==> config.mk <==
export PLATFORM = sky130hd
export DESIGN_NAME = atm_session_ctrl
export DESIGN_NICKNAME = d
export VERILOG_FILES = /design/src/rtl/atm_session_ctrl.sv
export SDC_FILE = /design/constraint.sdc
export NUM_CORES = 1
export LEC_CHECK = 0
export CAP_MARGIN = 20
export CORE_ASPECT_RATIO = 1.5
export CORE_MARGIN = 3
export CORE_UTILIZATION = 57
export CTS_BUF_LIST = sky130_fd_sc_hd__clkbuf_8 sky130_fd_sc_hd__clkbuf_16
export DETAILED_ROUTE_END_ITERATION = 10
export GPL_TIMING_DRIVEN = 0
export HOLD_SLACK_MARGIN = 0.02
export PLACE_DENSITY_LB_ADDON = 0.2
export REMOVE_ABC_BUFFERS = 1
export SLEW_MARGIN = 20
export SYNTH_ARGS = -nofsm -noshare
export SYNTH_HDL_FRONTEND = slang
export SYNTH_SLANG_ARGS = --single-unit
export TNS_END_PERCENT = 5
==> constraint.sdc <==
create_clock -name clk -period 5.2 [get_ports clk]
set_clock_uncertainty 0.2 [all_clocks]
set_input_delay 1.3 -clock clk [delete_from_list [all_inputs] [get_ports clk]]
set_output_delay 1.3 -clock clk [all_outputs]
set_load 0.02 [all_outputs]
==> src/rtl/atm_session_ctrl.sv <==
// Session sequencer for the card/PIN/withdraw flow: owns balance, failed-PIN
// count, inactivity timer and lockout; every update is qualified by the prescaler tick.
module atm_session_ctrl #(
    parameter int TIMEOUT_TICKS  = 10,
    parameter int MAX_TRIES      = 3,
    parameter int INIT_BALANCE   = 1000,
    parameter int BAL_W          = 12,
    parameter int DISPENSE_TICKS = 2
) (
    input  logic             clk,
    input  logic             rst,
    input  logic             tick,
    input  logic             card_in,
    input  logic             pin_enter,
    input  logic             pin_match,
    input  logic             withdraw_req,
    input  logic [1:0]       amt_sel,
    input  logic             cancel,
    output logic             auth_ok,
    output logic             pin_fail,
    output logic             locked,
    output logic             dispense,
    output logic [3:0]       q_sel,
    output logic             no_money,
    output logic [BAL_W-1:0] balance,
    output logic [2:0]       state_dbg
);

    localparam int CNT_MAX = (TIMEOUT_TICKS > DISPENSE_TICKS) ? TIMEOUT_TICKS : DISPENSE_TICKS;
    localparam int CNT_W   = $clog2(CNT_MAX + 1);
    localparam int TRY_W   = $clog2(MAX_TRIES + 1);

    typedef enum logic [2:0] {
        S_IDLE     = 3'd0,
        S_WAIT_PIN = 3'd1,
        S_CHECK    = 3'd2,
        S_MENU     = 3'd3,
        S_DISPENSE = 3'd4,
        S_LOCKED   = 3'd5
    } state_t;

    state_t             r_state, w_state_nxt;
    logic [CNT_W-1:0]   r_timer, w_timer_inc, w_timer_nxt;
    logic [TRY_W-1:0]   r_tries, w_tries_inc;
    logic [BAL_W-1:0]   r_balance, w_amount;
    logic [3:0]         r_q_sel, w_q_sel_nxt;
    logic               r_auth_ok, r_pin_fail, r_locked, r_dispense, r_no_money;
    logic               w_auth_nxt, w_locked_nxt, w_dispense_nxt;
    logic               w_abort, w_tmo, w_pin_good, w_pin_bad, w_wd_ok, w_wd_rej;

    assign w_amount    = BAL_W'((9'(amt_sel) + 9'd1) * 9'd100);
    assign w_timer_inc = r_timer + CNT_W'(1);
    assign w_tries_inc = r_tries + TRY_W'(1);
    assign w_abort     = !card_in || cancel;
    assign w_tmo       = (w_timer_inc == CNT_W'(TIMEOUT_TICKS));

    // State register
    always_ff @(posedge clk or negedge rst) begin
        if (!rst) begin
            r_state <= S_IDLE;
        end else if (tick) begin
            r_state <= w_state_nxt;
        end
    end

    // Next-state logic; abort beats timeout beats the normal action in WAIT_PIN/MENU
    always_comb begin
        w_state_nxt = r_state;
        w_pin_good  = 1'b0;
        w_pin_bad   = 1'b0;
        w_wd_ok     = 1'b0;
        w_wd_rej    = 1'b0;
        case (r_state)
            S_IDLE: begin
                if (card_in) w_state_nxt = S_WAIT_PIN;
                else         w_state_nxt = S_IDLE;
            end
            S_WAIT_PIN: begin
                if (w_abort || w_tmo) w_state_nxt = S_IDLE;
                else if (pin_enter)   w_state_nxt = S_CHECK;
                else                  w_state_nxt = S_WAIT_PIN;
            end
            S_CHECK: begin
                if (pin_match) begin
                    w_pin_good  = 1'b1;
                    w_state_nxt = S_MENU;
                end else begin
                    w_pin_bad   = 1'b1;
                    if (w_tries_inc == TRY_W'(MAX_TRIES)) w_state_nxt = S_LOCKED;
                    else                                  w_state_nxt = S_WAIT_PIN;
                end
            end
            S_MENU: begin
                if (w_abort || w_tmo) begin
                    w_state_nxt = S_IDLE;
                end else if (withdraw_req) begin
                    if (w_amount <= r_balance) begin
                        w_wd_ok     = 1'b1;
                        w_state_nxt = S_DISPENSE;
                    end else begin
                        w_wd_rej    = 1'b1;
                        w_state_nxt = S_MENU;
                    end
                end else begin
                    w_state_nxt = S_MENU;
                end
            end
            S_DISPENSE: begin
                if (w_timer_inc == CNT_W'(DISPENSE_TICKS)) w_state_nxt = S_MENU;
                else                                       w_state_nxt = S_DISPENSE;
            end
            S_LOCKED: w_state_nxt = S_LOCKED;
            default:  w_state_nxt = S_IDLE;
        endcase
    end

    // Output/timer next values; the timer doubles as the dispense hold counter
    always_comb begin
        w_auth_nxt     = (w_state_nxt == S_MENU) || (w_state_nxt == S_DISPENSE);
        w_locked_nxt   = (w_state_nxt == S_LOCKED);
        w_dispense_nxt = (w_state_nxt == S_DISPENSE);
        if (w_wd_ok)                       w_q_sel_nxt = 4'b0001 << amt_sel;
        else if (w_state_nxt == S_DISPENSE) w_q_sel_nxt = r_q_sel;
        else                                w_q_sel_nxt = 4'b0000;
        if (w_state_nxt != r_state || w_wd_rej) w_timer_nxt = '0;
        else if (r_state == S_WAIT_PIN || r_state == S_MENU || r_state == S_DISPENSE)
            w_timer_nxt = w_timer_inc;
        else
            w_timer_nxt = '0;
    end

    // Datapath and registered outputs
    always_ff @(posedge clk or negedge rst) begin
        if (!rst) begin
            r_timer    <= '0;
            r_tries    <= '0;
            r_balance  <= BAL_W'(INIT_BALANCE);
            r_q_sel    <= 4'b0000;
            r_auth_ok  <= 1'b0;
            r_pin_fail <= 1'b0;
            r_locked   <= 1'b0;
            r_dispense <= 1'b0;
            r_no_money <= 1'b0;
        end else if (tick) begin
            r_timer    <= w_timer_nxt;
            if (w_pin_good)     r_tries <= '0;
            else if (w_pin_bad) r_tries <= w_tries_inc;
            if (w_wd_ok)        r_balance <= r_balance - w_amount;
            r_q_sel    <= w_q_sel_nxt;
            r_auth_ok  <= w_auth_nxt;
            r_pin_fail <= w_pin_bad;
            r_locked   <= w_locked_nxt;
            r_dispense <= w_dispense_nxt;
            r_no_money <= w_wd_rej;
        end
    end

    assign auth_ok   = r_auth_ok;
    assign pin_fail  = r_pin_fail;
    assign locked    = r_locked;
    assign dispense  = r_dispense;
    assign q_sel     = r_q_sel;
    assign no_money  = r_no_money;
    assign balance   = r_balance;
    assign state_dbg = r_state;

endmodule

==> flow_metrics.env <==
export IMPL_post_cts_buffers=0
export IMPL_rsz0062_at_grt="false"
export IMPL_finalPower_uw=733
export IMPL_p_leak_uw=0.00102
export IMPL_drc_errors=0
export IMPL_die_y_microns=77.8
export IMPL_ctsResizeCount=0
export IMPL_synth_commonest_cells="22 x dfrtp_1, 20 x nand2_1, 18 x ha_1"
export IMPL_firstDrtPassIters=4
export IMPL_ir_drop_mv=0.197
export IMPL_syn2layout_area_growth_pct=19.2
export IMPL_yosys_area_top_type_share_pct=28.1
export IMPL_final_hold_viol_count=0
export IMPL_clk_latency_ns=0.28
export IMPL_yosysTopAreaCell="dfrtp_1"
export IMPL_yosys_area_share_adder_pct=12.5
export IMPL_fin_ws_ns=0.841
export IMPL_worstMarginPinSlew_ns=0.686
export IMPL_std_cell_rows=25
export IMPL_setup_viol=0
export IMPL_reg2reg_from="balance[2]$_DFFE_PN0P_"
export IMPL_antenna_cells=0
export IMPL_coreArea_sq_um=3220
export IMPL_ys_warn_count=0
export IMPL_grt_max_degree=29
export IMPL_vias=1689
export IMPL_cp_required_ns=5.20
export IMPL_syn_inst=205
export IMPL_cp_max_fo=6
export IMPL_fin_crit_sh_pct=83.8
export IMPL_ys_top_cells_by_area="dfrtp_1 28%, ha_1 11%, dfstp_2 8.0%"
export IMPL_status="completed"
export IMPL_max_slew_margin_pct=54.1
export IMPL_gp_congestion=0.829
export IMPL_gr_total_overflow=0
export IMPL_die_area_sq_um=4190
export IMPL_num_io_pins=34
export IMPL_drt_iter0_drc=55
export IMPL_seq_area_frac_synth_pct=36.1
export IMPL_nFillCells=237
export IMPL_post_route_min_period_ns=4.36
export IMPL_dp_cells=271
export IMPL_synth_cell_type_count=56
export IMPL_synth_seq_cells=28
export IMPL_io_buffer_count=31
export IMPL_cp_end_kind="register"
export IMPL_dp_hpwl_mm=3.43
export IMPL_crit_path_start="amt_sel[0]"
export IMPL_cts_buffers=3
export IMPL_cts_path_max_buffers=2
export IMPL_path_clk_slew_ns=0.10
export IMPL_endpoint="r_timer[1]$_DFFE_PN0P_"
export IMPL_ant_nets=0
export IMPL_maxSlewViolCount=0
export IMPL_tritoncts="yes"
export IMPL_yosysMostFrequentCell="dfrtp_1"
export IMPL_synth_compound_area_share_pct=17.9
export IMPL_rr_endpoint="r_timer[1]$_DFFE_PN0P_"
export IMPL_synth_edf_count=0
export IMPL_via_per_inst=6.14
export IMPL_maxCapViolations=0
export IMPL_drive_above_1_share_pct=14.0
export IMPL_fin_nets=265
export IMPL_worstSetupPathType="input pin to register"
export IMPL_critPathLaunchType="input pin"
export IMPL_yosys_area_share_xor_xnor_pct=4.47
export IMPL_fin_tns_setup_ns=0
export IMPL_grt_pass1_vias=1798
export IMPL_grt_util_all_layers_pct=23.9
export IMPL_drt_wl_total_mm=4.39
export IMPL_cp_data_arrival_time_ns=4.36
export IMPL_r2r_worst_path_cells=10
export IMPL_syn_area_per_cell_sq_um=9.56
export IMPL_antenna_found_initial=0
export IMPL_yosys_area_share_simple_pct=22.2
export IMPL_cts_max_level=1
export IMPL_initial_utilization_pct=60.8
export IMPL_synth_top_family_by_area="simple AND/OR/NAND/NOR gates"
export IMPL_holdBufCountCts=0
export IMPL_async_flop_share_pct=100
export IMPL_syn_area_sq_um=1960
export IMPL_rrSetupSlack_ns=2.71
export IMPL_hold_path_depth=2
export IMPL_root_buffer="clkbuf_8"
export IMPL_dieWidth_microns=53.9
export IMPL_hp_class="register to register"
export IMPL_instances_no_fill=275
export IMPL_wire_per_inst_microns=16.0
export IMPL_max_freq_mhz=229
export IMPL_muxShareOfSynthArea_pct=2.30
export IMPL_grt_pass1_wl_mm=7.58
export IMPL_power_density_nw_per_um2=314
export IMPL_cts_sink_count=28
export IMPL_synthFlopType="dfrtp_1"
export IMPL_post_place_ws_ns=0.578
==> logic make-up (layout without fill, tap and decap cells) <==
group,after synthesis,count (layout)
simple gates,76,76
other cells,1,2
flops,28,28
fa+ha+maj,19,19
mux,4,4
compound gates,49,49
buf+inv,18,47
xor+xnor,10,10
==> worst min-delay path by stage <==
stage,startpoint,endpoint
final,balance[5]$_DFFE_PN1P_,balance[5]$_DFFE_PN1P_
after global routing,balance[3]$_DFFE_PN1P_,balance[3]$_DFFE_PN1P_
after detailed placement,balance[11]$_DFFE_PN0P_,balance[11]$_DFFE_PN0P_
after CTS,balance[3]$_DFFE_PN1P_,balance[3]$_DFFE_PN1P_
after global placement,q_sel[3]$_DFFE_PN0P_,q_sel[3]$_DFFE_PN0P_
after floorplan,r_tries[1]$_DFFE_PN0P_,r_tries[1]$_DFFE_PN0P_
==> stage by stage <==
stage          instance area [sq um]  utilization (%)  hold slack [ns]
2_1_floorplan                   1920                -            0.285
3_3_place_gp                    2280             70.9            0.272
6_report                        2330             72.5            0.298
4_1_cts                         2330             72.5            0.304
3_5_place_dp                    2280             70.8            0.287
5_1_grt                         2330             72.5            0.320
==> worst max-delay path, cell delays in order <==
cell and delay (ns):
clkdlybuf4s50_1 0.62, inv_1 0.15, ha_1 0.27, ha_1 0.29, inv_1 0.05, ha_1 0.33
o21ai_0 0.30, o21ai_2 0.12, a2111oi_2 0.44, or3_1 0.21, a21oi_2 0.07, o31ai_1 0.20
==> routing by layer <==
layer / track usage, % / share of wire (%) / vias up
met5: 0 / 0 / -
met4: 13.3 / 3.6 / 0
met3: 3.84 / 4.1 / 15
met2: 42.0 / 56 / 53
met1: 25.6 / 37 / 827
li1: - / - / 794
==> layout make-up <==
class,count,area (sq um),area share [%]
Sequential cell,28,708,30.3
Clock buffer,4,55.1,2.36
Inverter,12,45.0,1.93
Timing Repair Buffer,31,305,13.1
Multi-Input combinational cell,160,1170,50.2
Tap cell,40,50.0,2.14
==> flip-flops by register name, indices dropped and copies added, names as in the netlist <==
| register | cells |
|---|---|
| q_sel | 4 |
| state_dbg | 3 |
| r_tries | 2 |
| auth_ok | 1 |
| r_timer | 4 |
| pin_fail | 1 |
| locked | 1 |
| dispense | 1 |
| balance | 10 |
| no_money | 1 |
==> layout by cell type (no fill, tap or decap), types with 5 or more instances in the layout <==
master / netlist / layout
o21ai_0: 12 / 12
inv_1: 11 / 11
nor2_1: 15 / 15
nand3_1: 5 / 5
xor2_1: 7 / 7
nand2_1: 20 / 20
a21oi_1: 10 / 10
clkdlybuf4s50_1: 0 / 30
ha_1: 18 / 18
dfstp_2: 6 / 6
dfrtp_1: 22 / 22
nor3_1: 7 / 7
==> report_power, final <==
part,internal [uW],switching (uW),leakage (uW)
clock,68.0,70.8,0.0000288
combinational,130,166,0.000636
sequential,255,43.9,0.000357
total,453,280,0.00102
(Power assumes the default switching activity.)
